`src/rtl/alu_share_ctrl.sv`:
```
// Purpose : round-robin arbiter/sequencer sharing one 8-bit ALU between two requesters.
// Latency : accept at edge N, tagged response valid after edge N+1 (IDLE->EXEC->HOLD).
// Backpres: response held stable in HOLD until rsp_ready; req*_ready stays low outside IDLE.
// Ports   : Clk/Reset (sync, active-high); req0_*/req1_* valid/ready request channels
//           carrying op, a, b, c; alu_A/B/C/OP operand drive and alu_out/alu_isEqual
//           result return; rsp_valid/rsp_ready tagged response with rsp_id/rsp_data/rsp_eq.
module alu_share_ctrl #(
   parameter int W   = 8,
   parameter int Ops = 3
) (
   input  logic           Clk,
   input  logic           Reset,
   input  logic           req0_valid,
   output logic           req0_ready,
   input  logic [Ops-1:0] req0_op,
   input  logic [W-1:0]   req0_a,
   input  logic [W-1:0]   req0_b,
   input  logic [W-1:0]   req0_c,
   input  logic           req1_valid,
   output logic           req1_ready,
   input  logic [Ops-1:0] req1_op,
   input  logic [W-1:0]   req1_a,
   input  logic [W-1:0]   req1_b,
   input  logic [W-1:0]   req1_c,
   output logic [W-1:0]   alu_A,
   output logic [W-1:0]   alu_B,
   output logic [W-1:0]   alu_C,
   output logic [Ops-1:0] alu_OP,
   input  logic [W-1:0]   alu_out,
   input  logic           alu_isEqual,
   output logic           rsp_valid,
   input  logic           rsp_ready,
   output logic           rsp_id,
   output logic [W-1:0]   rsp_data,
   output logic           rsp_eq
);

   typedef enum logic [1:0] {
      IDLE = 2'd0,
      EXEC = 2'd1,
      HOLD = 2'd2
   } state_t;

   state_t         state_q, state_d;
   // Requester that wins the next tie; flips to the loser after every grant.
   logic           prio_q, prio_d;
   logic [Ops-1:0] op_q, op_d;
   logic [W-1:0]   a_q, a_d;
   logic [W-1:0]   b_q, b_d;
   logic [W-1:0]   c_q, c_d;
   logic           id_q, id_d;
   logic           rsp_valid_q, rsp_valid_d;
   logic           rsp_id_q, rsp_id_d;
   logic [W-1:0]   rsp_data_q, rsp_data_d;
   logic           rsp_eq_q, rsp_eq_d;

   logic           grant0, grant1;

   // Grants are mutually exclusive by construction: on a tie prio_q picks exactly one.
   always_comb begin
      grant0 = req0_valid && (!req1_valid || !prio_q);
      grant1 = req1_valid && (!req0_valid ||  prio_q);
   end

   assign req0_ready = (state_q == IDLE) && grant0;
   assign req1_ready = (state_q == IDLE) && grant1;

   always_comb begin
      state_d     = state_q;
      prio_d      = prio_q;
      op_d        = op_q;
      a_d         = a_q;
      b_d         = b_q;
      c_d         = c_q;
      id_d        = id_q;
      rsp_valid_d = rsp_valid_q;
      rsp_id_d    = rsp_id_q;
      rsp_data_d  = rsp_data_q;
      rsp_eq_d    = rsp_eq_q;

      case (state_q)
         IDLE: begin
            if (grant0 || grant1) begin
               op_d    = grant1 ? req1_op : req0_op;
               a_d     = grant1 ? req1_a  : req0_a;
               b_d     = grant1 ? req1_b  : req0_b;
               c_d     = grant1 ? req1_c  : req0_c;
               id_d    = grant1;
               prio_d  = !grant1;
               state_d = EXEC;
            end
         end
         EXEC: begin
            // ALU has had a full cycle on the registered operands.
            rsp_data_d  = alu_out;
            rsp_eq_d    = alu_isEqual;
            rsp_id_d    = id_q;
            rsp_valid_d = 1'b1;
            state_d     = HOLD;
         end
         HOLD: begin
            // rsp_valid is always set in HOLD, so rsp_ready alone completes the handshake.
            if (rsp_ready) begin
               rsp_valid_d = 1'b0;
               state_d     = IDLE;
            end
         end
         default: begin
            state_d = IDLE;
         end
      endcase
   end

   always_ff @(posedge Clk) begin
      if (Reset) begin
         state_q     <= IDLE;
         prio_q      <= 1'b0;
         op_q        <= '0;
         a_q         <= '0;
         b_q         <= '0;
         c_q         <= '0;
         id_q        <= 1'b0;
         rsp_valid_q <= 1'b0;
         rsp_id_q    <= 1'b0;
         rsp_data_q  <= '0;
         rsp_eq_q    <= 1'b0;
      end else begin
         state_q     <= state_d;
         prio_q      <= prio_d;
         op_q        <= op_d;
         a_q         <= a_d;
         b_q         <= b_d;
         c_q         <= c_d;
         id_q        <= id_d;
         rsp_valid_q <= rsp_valid_d;
         rsp_id_q    <= rsp_id_d;
         rsp_data_q  <= rsp_data_d;
         rsp_eq_q    <= rsp_eq_d;
      end
   end

   // ALU inputs come only from the operand register so they move only on an accept edge.
   assign alu_A     = a_q;
   assign alu_B     = b_q;
   assign alu_C     = c_q;
   assign alu_OP    = op_q;
   assign rsp_valid = rsp_valid_q;
   assign rsp_id    = rsp_id_q;
   assign rsp_data  = rsp_data_q;
   assign rsp_eq    = rsp_eq_q;

endmodule

```
`config.mk`:
```
export PLATFORM = sky130hd
export DESIGN_NAME = alu_share_ctrl
export DESIGN_NICKNAME = d
export VERILOG_FILES = /design/src/rtl/alu_share_ctrl.sv
export SDC_FILE = /design/constraint.sdc
export NUM_CORES = 1
export LEC_CHECK = 0
export CAP_MARGIN = 10
export CORE_ASPECT_RATIO = 0.9
export CORE_MARGIN = 3
export CORE_UTILIZATION = 30
export DETAILED_ROUTE_END_ITERATION = 6
export PLACE_DENSITY = 0.75
export SLEW_MARGIN = 20
export SYNTH_ARGS = -nofsm -noshare
export SYNTH_HDL_FRONTEND = slang
export SYNTH_SLANG_ARGS = --single-unit
```
`constraint.sdc`:
```
create_clock -name Clk -period 1.7 [get_ports Clk]
set_input_delay 0.34 -clock Clk [delete_from_list [all_inputs] [get_ports Clk]]
set_output_delay 0.34 -clock Clk [all_outputs]
set_load 0.02 [all_outputs]
```
; ---- After elaboration in Yosys (flattened, before gate mapping)
; Cells that the tools add are included.
[op_classes]
addsub = 0
n_mul = 0
n_div = 0
magnitude_cmp = 0
n_eq_ne = 4
n_shift = 0
mux = 9
bitwise_logic = 0
n_reduce_logical = 16
[ops]
columns = operator, count
row1 = $mux W8, 3
row2 = $pmux W2 S3, 1
row3 = $reduce_and A2 Y1, 3
row4 = $logic_and A1 B1 Y1, 4
row5 = $logic_not A1 Y1, 4
row6 = $mux W2, 2
row7 = $logic_or A1 B1 Y1, 3
row8 = $mux W3, 1
row9 = $eq A2 B1 Y1 const B, 1
row10 = $eq A2 B2 Y1 const B, 1
row11 = $logic_not A2 Y1, 1
row12 = $ne A2 B1 Y1 const B, 1
row13 = $ne A2 B2 Y1 const B, 1
row14 = $pmux W1 S2, 1
row15 = $reduce_bool A2 Y1, 1
row16 = $mux W1, 1
[word_totals]
ff_bits = 42
latch_bits = 0
mem_bits_rw = 0
romBits = 0
inputBits = 68
mem_count = 0

; ---- Logic depth before layout (Yosys ltp)
[logic_depth]
ltp_word = 6
ltp_mapped = 7
depth_no_buf = 3

; ---- Least setup slack after synthesis
; Ideal clock, no wire load.
[synth_timing]
kind = input-to-reg
from = in req1_valid
to = reg a_q[7] (netlist: alu_A[7])
setup_time_ps = 88
arrival_time_ps = 1401
required_ps = 1612
slack_ps = 211
stages = 7
cell_sequence = clkbuf_2 or2_1 buf_6 and2_4 buf_6 buf_6 a311oi_2
[synth_via]
elab_chain_cells = 5
word_cells_on_any_way = 7
[synth_lines]
columns = item, line
row1 = "start, declared", 19  ; input logic req1_valid,
row2 = $logic_not A1 Y1, 61  ; grant0 = req0_valid && (!req1_valid || !prio_q);
row3 = $logic_or A1 B1 Y1, 61
row4 = $logic_and A1 B1 Y1, 61
row5 = $logic_or A1 B1 Y1, 83  ; if (grant0 || grant1) begin
row6 = $reduce_and A2 Y1 (no source line), n/a
row7 = "end signal, assigned", 119  ; a_q <= '0;
row8 = "end signal, assigned", 131  ; a_q <= a_d;
row9 = "end, declared", 48  ; logic [W-1:0] a_q, a_d;
; Parallel ways exist; a longest one is shown, timed or not.
; A chain may end at the register's enable or synchronous reset.

; ---- Worst setup path in the final report
[layout_timing]
from = reg rsp_valid_q (netlist: rsp_valid)
to = out rsp_valid
[layout_lines]
columns = item, line
row1 = "start, declared", 52  ; logic rsp_valid_q, rsp_valid_d;
row2 = "start signal, assigned", 135  ; rsp_valid_q <= rsp_valid_d;
row3 = "end, declared", 31  ; output logic rsp_valid,
; No word-level cell between the ends.

==> qor.log <==
qor: critical_path.endpoint_required_time_on_the_critical_path 1.36 ns
qor: clock_tree.cts.hold.buffers_added 0
qor: critical_path.cp_num_buf_inv 1
qor: timing.setup-violations-final 0
qor: global_routing.grt_first_pass_wirelength 10800 um
qor: logic_synthesis.synth.top_cells.by_count sky130_fd_sc_hd__dfxtp_1 (42), sky130_fd_sc_hd__a21oi_1 (41), sky130_fd_sc_hd__nand3_1 (27)
qor: logic_synthesis.async_flop_share 0%
qor: routing.dr.first_iter.drc_count 64
qor: clock_tree.cts_htree_levels 2
qor: timing.fin_worst_hold_slack 0.457 ns
qor: critical_path.critical_path.cell_chain clkdlybuf4s50_1
qor: logic_synthesis.post_synth_xor_area_fraction 0%
qor: logic_synthesis.yosys.cell_count.top_type sky130_fd_sc_hd__dfxtp_1
qor: floorplan.core.rowCount 27
qor: final_layout.num-fill-cells 601
qor: logic_synthesis.synth_mux_area_share 0%
qor: logic_synthesis.synthDominantAreaCellType sky130_fd_sc_hd__dfxtp_1
qor: logic_synthesis.yosysWarningCount 0
qor: routing.vias 2153
qor: power.power.leakage 0.00115 uW
qor: logic_synthesis.synth.avg_cell_area 8.70 um^2
qor: routing.number_of_remaining_drc_errors 0
qor: placement.dp_slack -0.601 ns
qor: logic_synthesis.total_nets_after_synthesis 298
qor: clock_tree.clkSinkCount 42
qor: timing.relSlewSlack 69.1%
qor: floorplan.floorplan.core_area 6280 um^2
qor: critical_path.setup.worst_path.start_class flop
qor: worst_hold_path.hp-class reg -> reg
qor: global_routing.globalRouteOverflowTotal 0
qor: critical_path.cp_slowest_stage_delay 0.62 ns
qor: power.vdd_ir_drop_max 0.000369 V
qor: timing.timing.fmax 614 MHz
qor: timing.final_min_period_over_clock_period 95.8%
qor: logic_synthesis.synth_compound_area_share 35.6%
qor: logic_synthesis.yosys-top-cells-area sky130_fd_sc_hd__dfxtp_1 (42%), sky130_fd_sc_hd__a311oi_2 (14%), sky130_fd_sc_hd__a21oi_1 (10%)
qor: placement.routabilityCongestion 0.697
qor: logic_synthesis.synthFlopType sky130_fd_sc_hd__dfxtp_1
qor: flow_run.max_cap_violations 0
qor: timing.layout_min_cycle_time 1.63 ns
qor: routing.drt_first_pass_iters 4
qor: critical_path.setup.worst_path.class reg -> out
qor: timing.report.final.slew_viol_count 0
qor: logic_synthesis.synth_edf_count 0
qor: floorplan.die_w 92.1 um
qor: routing.wl_per_cell 15.7 um
qor: final_layout.layout-drive-gt1-share 15.6%
qor: logic_synthesis.seq_area_frac_synth 42.0%
qor: global_routing.number_of_global_route_vias_before_repair 2243
qor: floorplan.floorplan.die.height 83.5 um
qor: run_status.status finished clean
qor: critical_path.critical-path-top-delay-family buffers and inverters
qor: logic_synthesis.synth_top_cell_area_share 42.0%
qor: clock_tree.clock_insertion_delay_at_the_later_pin_of_the_skew_report 0.29 ns
qor: placement.detailedPlacementHpwl 4460 um
qor: floorplan.io_pins 108
qor: final_layout.layout_area_growth_over_synthesis 66.5%
qor: final_layout.antenna-diode-count 0
qor: logic_synthesis.count_of_state_elements_after_synthesis 42
qor: power.pwr_density_cell 881 nW/um^2
qor: placement.placement.io_buffers 107
qor: global_routing.grt_max_degree 33
qor: timing.hold_viol_final 0
qor: timing.layout_setup_ws 0.0721 ns
qor: global_routing.global_route.usage.total 17.1%
qor: critical_path.timing.critical_path.fanout_max 3
qor: global_routing.initial_antenna_violation_count 0
qor: logic_synthesis.simple_gate_share_of_the_synthesized_area 15.1%
qor: clock_tree.cts-buffers-inserted 5
qor: final_layout.design.final.nets 400
qor: final_layout.area.sequential 841 um^2
qor: routing.routed_via_density 5.13
qor: clock_tree.max-clock-path-buffers 2
qor: logic_synthesis.yosysUniqueCellTypes 23
qor: routing.drt.antenna.violating_nets 0
qor: timing.timing_worst_slew_pin_value 0.463 ns
qor: floorplan.initial_core_util 31.8%
qor: logic_synthesis.synth.cell_area 2000 um^2
qor: clock_tree.cts_tree done
qor: logic_synthesis.combinational_family_with_the_most_area_after_synthesis compound AO/OA/AOI/OAI gates
qor: logic_synthesis.postSynthCellCount 230
qor: critical_path.cp-end-kind output port
qor: timing.fin_skew 0.00497 ns
qor: timing.grt_setup_unrepaired no
qor: clock_tree.cts.clk_slew.worst_paths 0.09 ns
qor: routing.finalWirelength 6590 um
qor: clock_tree.clock-root-buffer sky130_fd_sc_hd__clkbuf_8
qor: logic_synthesis.synth_fa_ha_area_share 0%
qor: critical_path.crit_path_top_delay_cell sky130_fd_sc_hd__clkdlybuf4s50_1
qor: final_layout.multi_input_gate_area_in_the_final_layout 1040 um^2
qor: floorplan.die_area 7690 um^2
qor: critical_path.timing.critical_path.arrival 1.29 ns
registers in the layout (all words and copies together), names as in the netlist:
| signal | cells |
|---|---|
| alu_C | 8 |
| alu_A | 8 |
| rsp_data | 8 |
| rsp_valid | 1 |
| rsp_eq | 1 |
| alu_B | 8 |
| prio_q | 1 |
| id_q | 1 |
| rsp_id | 1 |
| state_q | 2 |
| alu_OP | 3 |
power by group:
part	leakage, uW	switching [uW]	internal (uW)	total, uW
combinational	0.000755	494	496	990
clock	0.0000504	359	437	796
sequential	0.000347	56.7	1090	1150
total	0.00115	910	2020	2930
what timing repair did:
action	in CTS	in global routing
setup buffers	1	0
gates resized for setup	13	7
pin swaps	1	0
setup endpoints to repair	30	28
gates cloned	1	0
kinds of logic (layout without fill, tap and decap cells):
logic type / Yosys count / count (layout)
AO/OA/AOI/OAI: 97 / 97
buffers and inverters: 29 / 131
AND/OR/NAND/NOR: 62 / 63
flip-flops: 42 / 42
layer usage:
metal	share of wire, %	routed length, um	vias up	GRT usage (%)
met3	7.6	498	5	6.22
met4	0.58	38	0	4.72
met5	0	0	-	0
met1	42	2770	1016	19.2
li1	-	-	1065	-
met2	50	3280	67	30.2
worst register-to-register path: stages, from the launching register on:
cell and delay, ns:
sky130_fd_sc_hd__dfxtp_1 0.32, sky130_fd_sc_hd__buf_4 0.15, sky130_fd_sc_hd__nor2_4 0.12, sky130_fd_sc_hd__buf_6 0.26
sky130_fd_sc_hd__and2_4 0.36, sky130_fd_sc_hd__a311oi_2 0.14
placed cells by master, fill, tap and decap left out:
cell type	instances
sky130_fd_sc_hd__a21oi_1	40
sky130_fd_sc_hd__nor2_4	1
sky130_fd_sc_hd__or3b_1	1
sky130_fd_sc_hd__buf_2	1
sky130_fd_sc_hd__o21ai_1	1
sky130_fd_sc_hd__clkbuf_8	5
sky130_fd_sc_hd__nand2b_1	2
sky130_fd_sc_hd__buf_12	3
sky130_fd_sc_hd__nor2b_2	1
sky130_fd_sc_hd__nor2_1	1
sky130_fd_sc_hd__and2_4	2
sky130_fd_sc_hd__a32oi_1	1
sky130_fd_sc_hd__dlygate4sd2_1	1
sky130_fd_sc_hd__a21oi_2	1
sky130_fd_sc_hd__clkbuf_4	1
sky130_fd_sc_hd__or2_4	1
sky130_fd_sc_hd__and3_1	1
sky130_fd_sc_hd__nand2_1	21
sky130_fd_sc_hd__o21ai_0	26
sky130_fd_sc_hd__inv_1	1
sky130_fd_sc_hd__a311oi_2	19
sky130_fd_sc_hd__or3b_4	1
sky130_fd_sc_hd__buf_6	2
sky130_fd_sc_hd__nor3_1	1
sky130_fd_sc_hd__clkdlybuf4s50_1	102
sky130_fd_sc_hd__nand3_1	27
sky130_fd_sc_hd__dfxtp_1	42
sky130_fd_sc_hd__a311oi_1	9
sky130_fd_sc_hd__clkinvlp_4	2
sky130_fd_sc_hd__nor2b_1	3
sky130_fd_sc_hd__bufinv_16	1
sky130_fd_sc_hd__buf_4	11
sky130_fd_sc_hd__dlymetal6s2s_1	1
layout make-up:
type | count | share of cell area, %
Clock buffer | 5 | 2.07
Multi-Input combinational cell | 160 | 31.3
Clock inverter | 3 | 1.35
Sequential cell | 42 | 25.2
Inverter | 1 | 0.113
Tap cell | 87 | 3.27
Timing Repair Buffer | 122 | 36.6
through the flow:
| step | TNS, ns | total power, uW | std cells | utilization [%] | instance area (um^2) |
|---|---|---|---|---|---|
| after floorplan | 0 | 1680 | 230 | - | 2000 |
| after global routing | 0 | 3090 | 420 | 53.0 | 3330 |
| after detailed placement | -8.89 | 2140 | 410 | 50.7 | 3180 |
| final | 0 | 2930 | 420 | 53.0 | 3330 |
| after global placement | -7.86 | 2130 | 410 | 50.7 | 3180 |
| after CTS | -0.00282 | 2960 | 420 | 52.8 | 3320 |
worst paths after layout:
check | depth (start not counted) | slack [ns] | startpoint | end
setup reg to reg | 5 | 0.21 | state_q[0] | alu_OP[2]
hold reg to reg | 2 | 0.46 | rsp_eq | rsp_eq
hold / removal | 2 | 0.46 | rsp_eq | rsp_eq
setup / recovery | 1 | 0.07 | rsp_valid | rsp_valid
No activity file was read; power rests on OpenSTA's default activity.
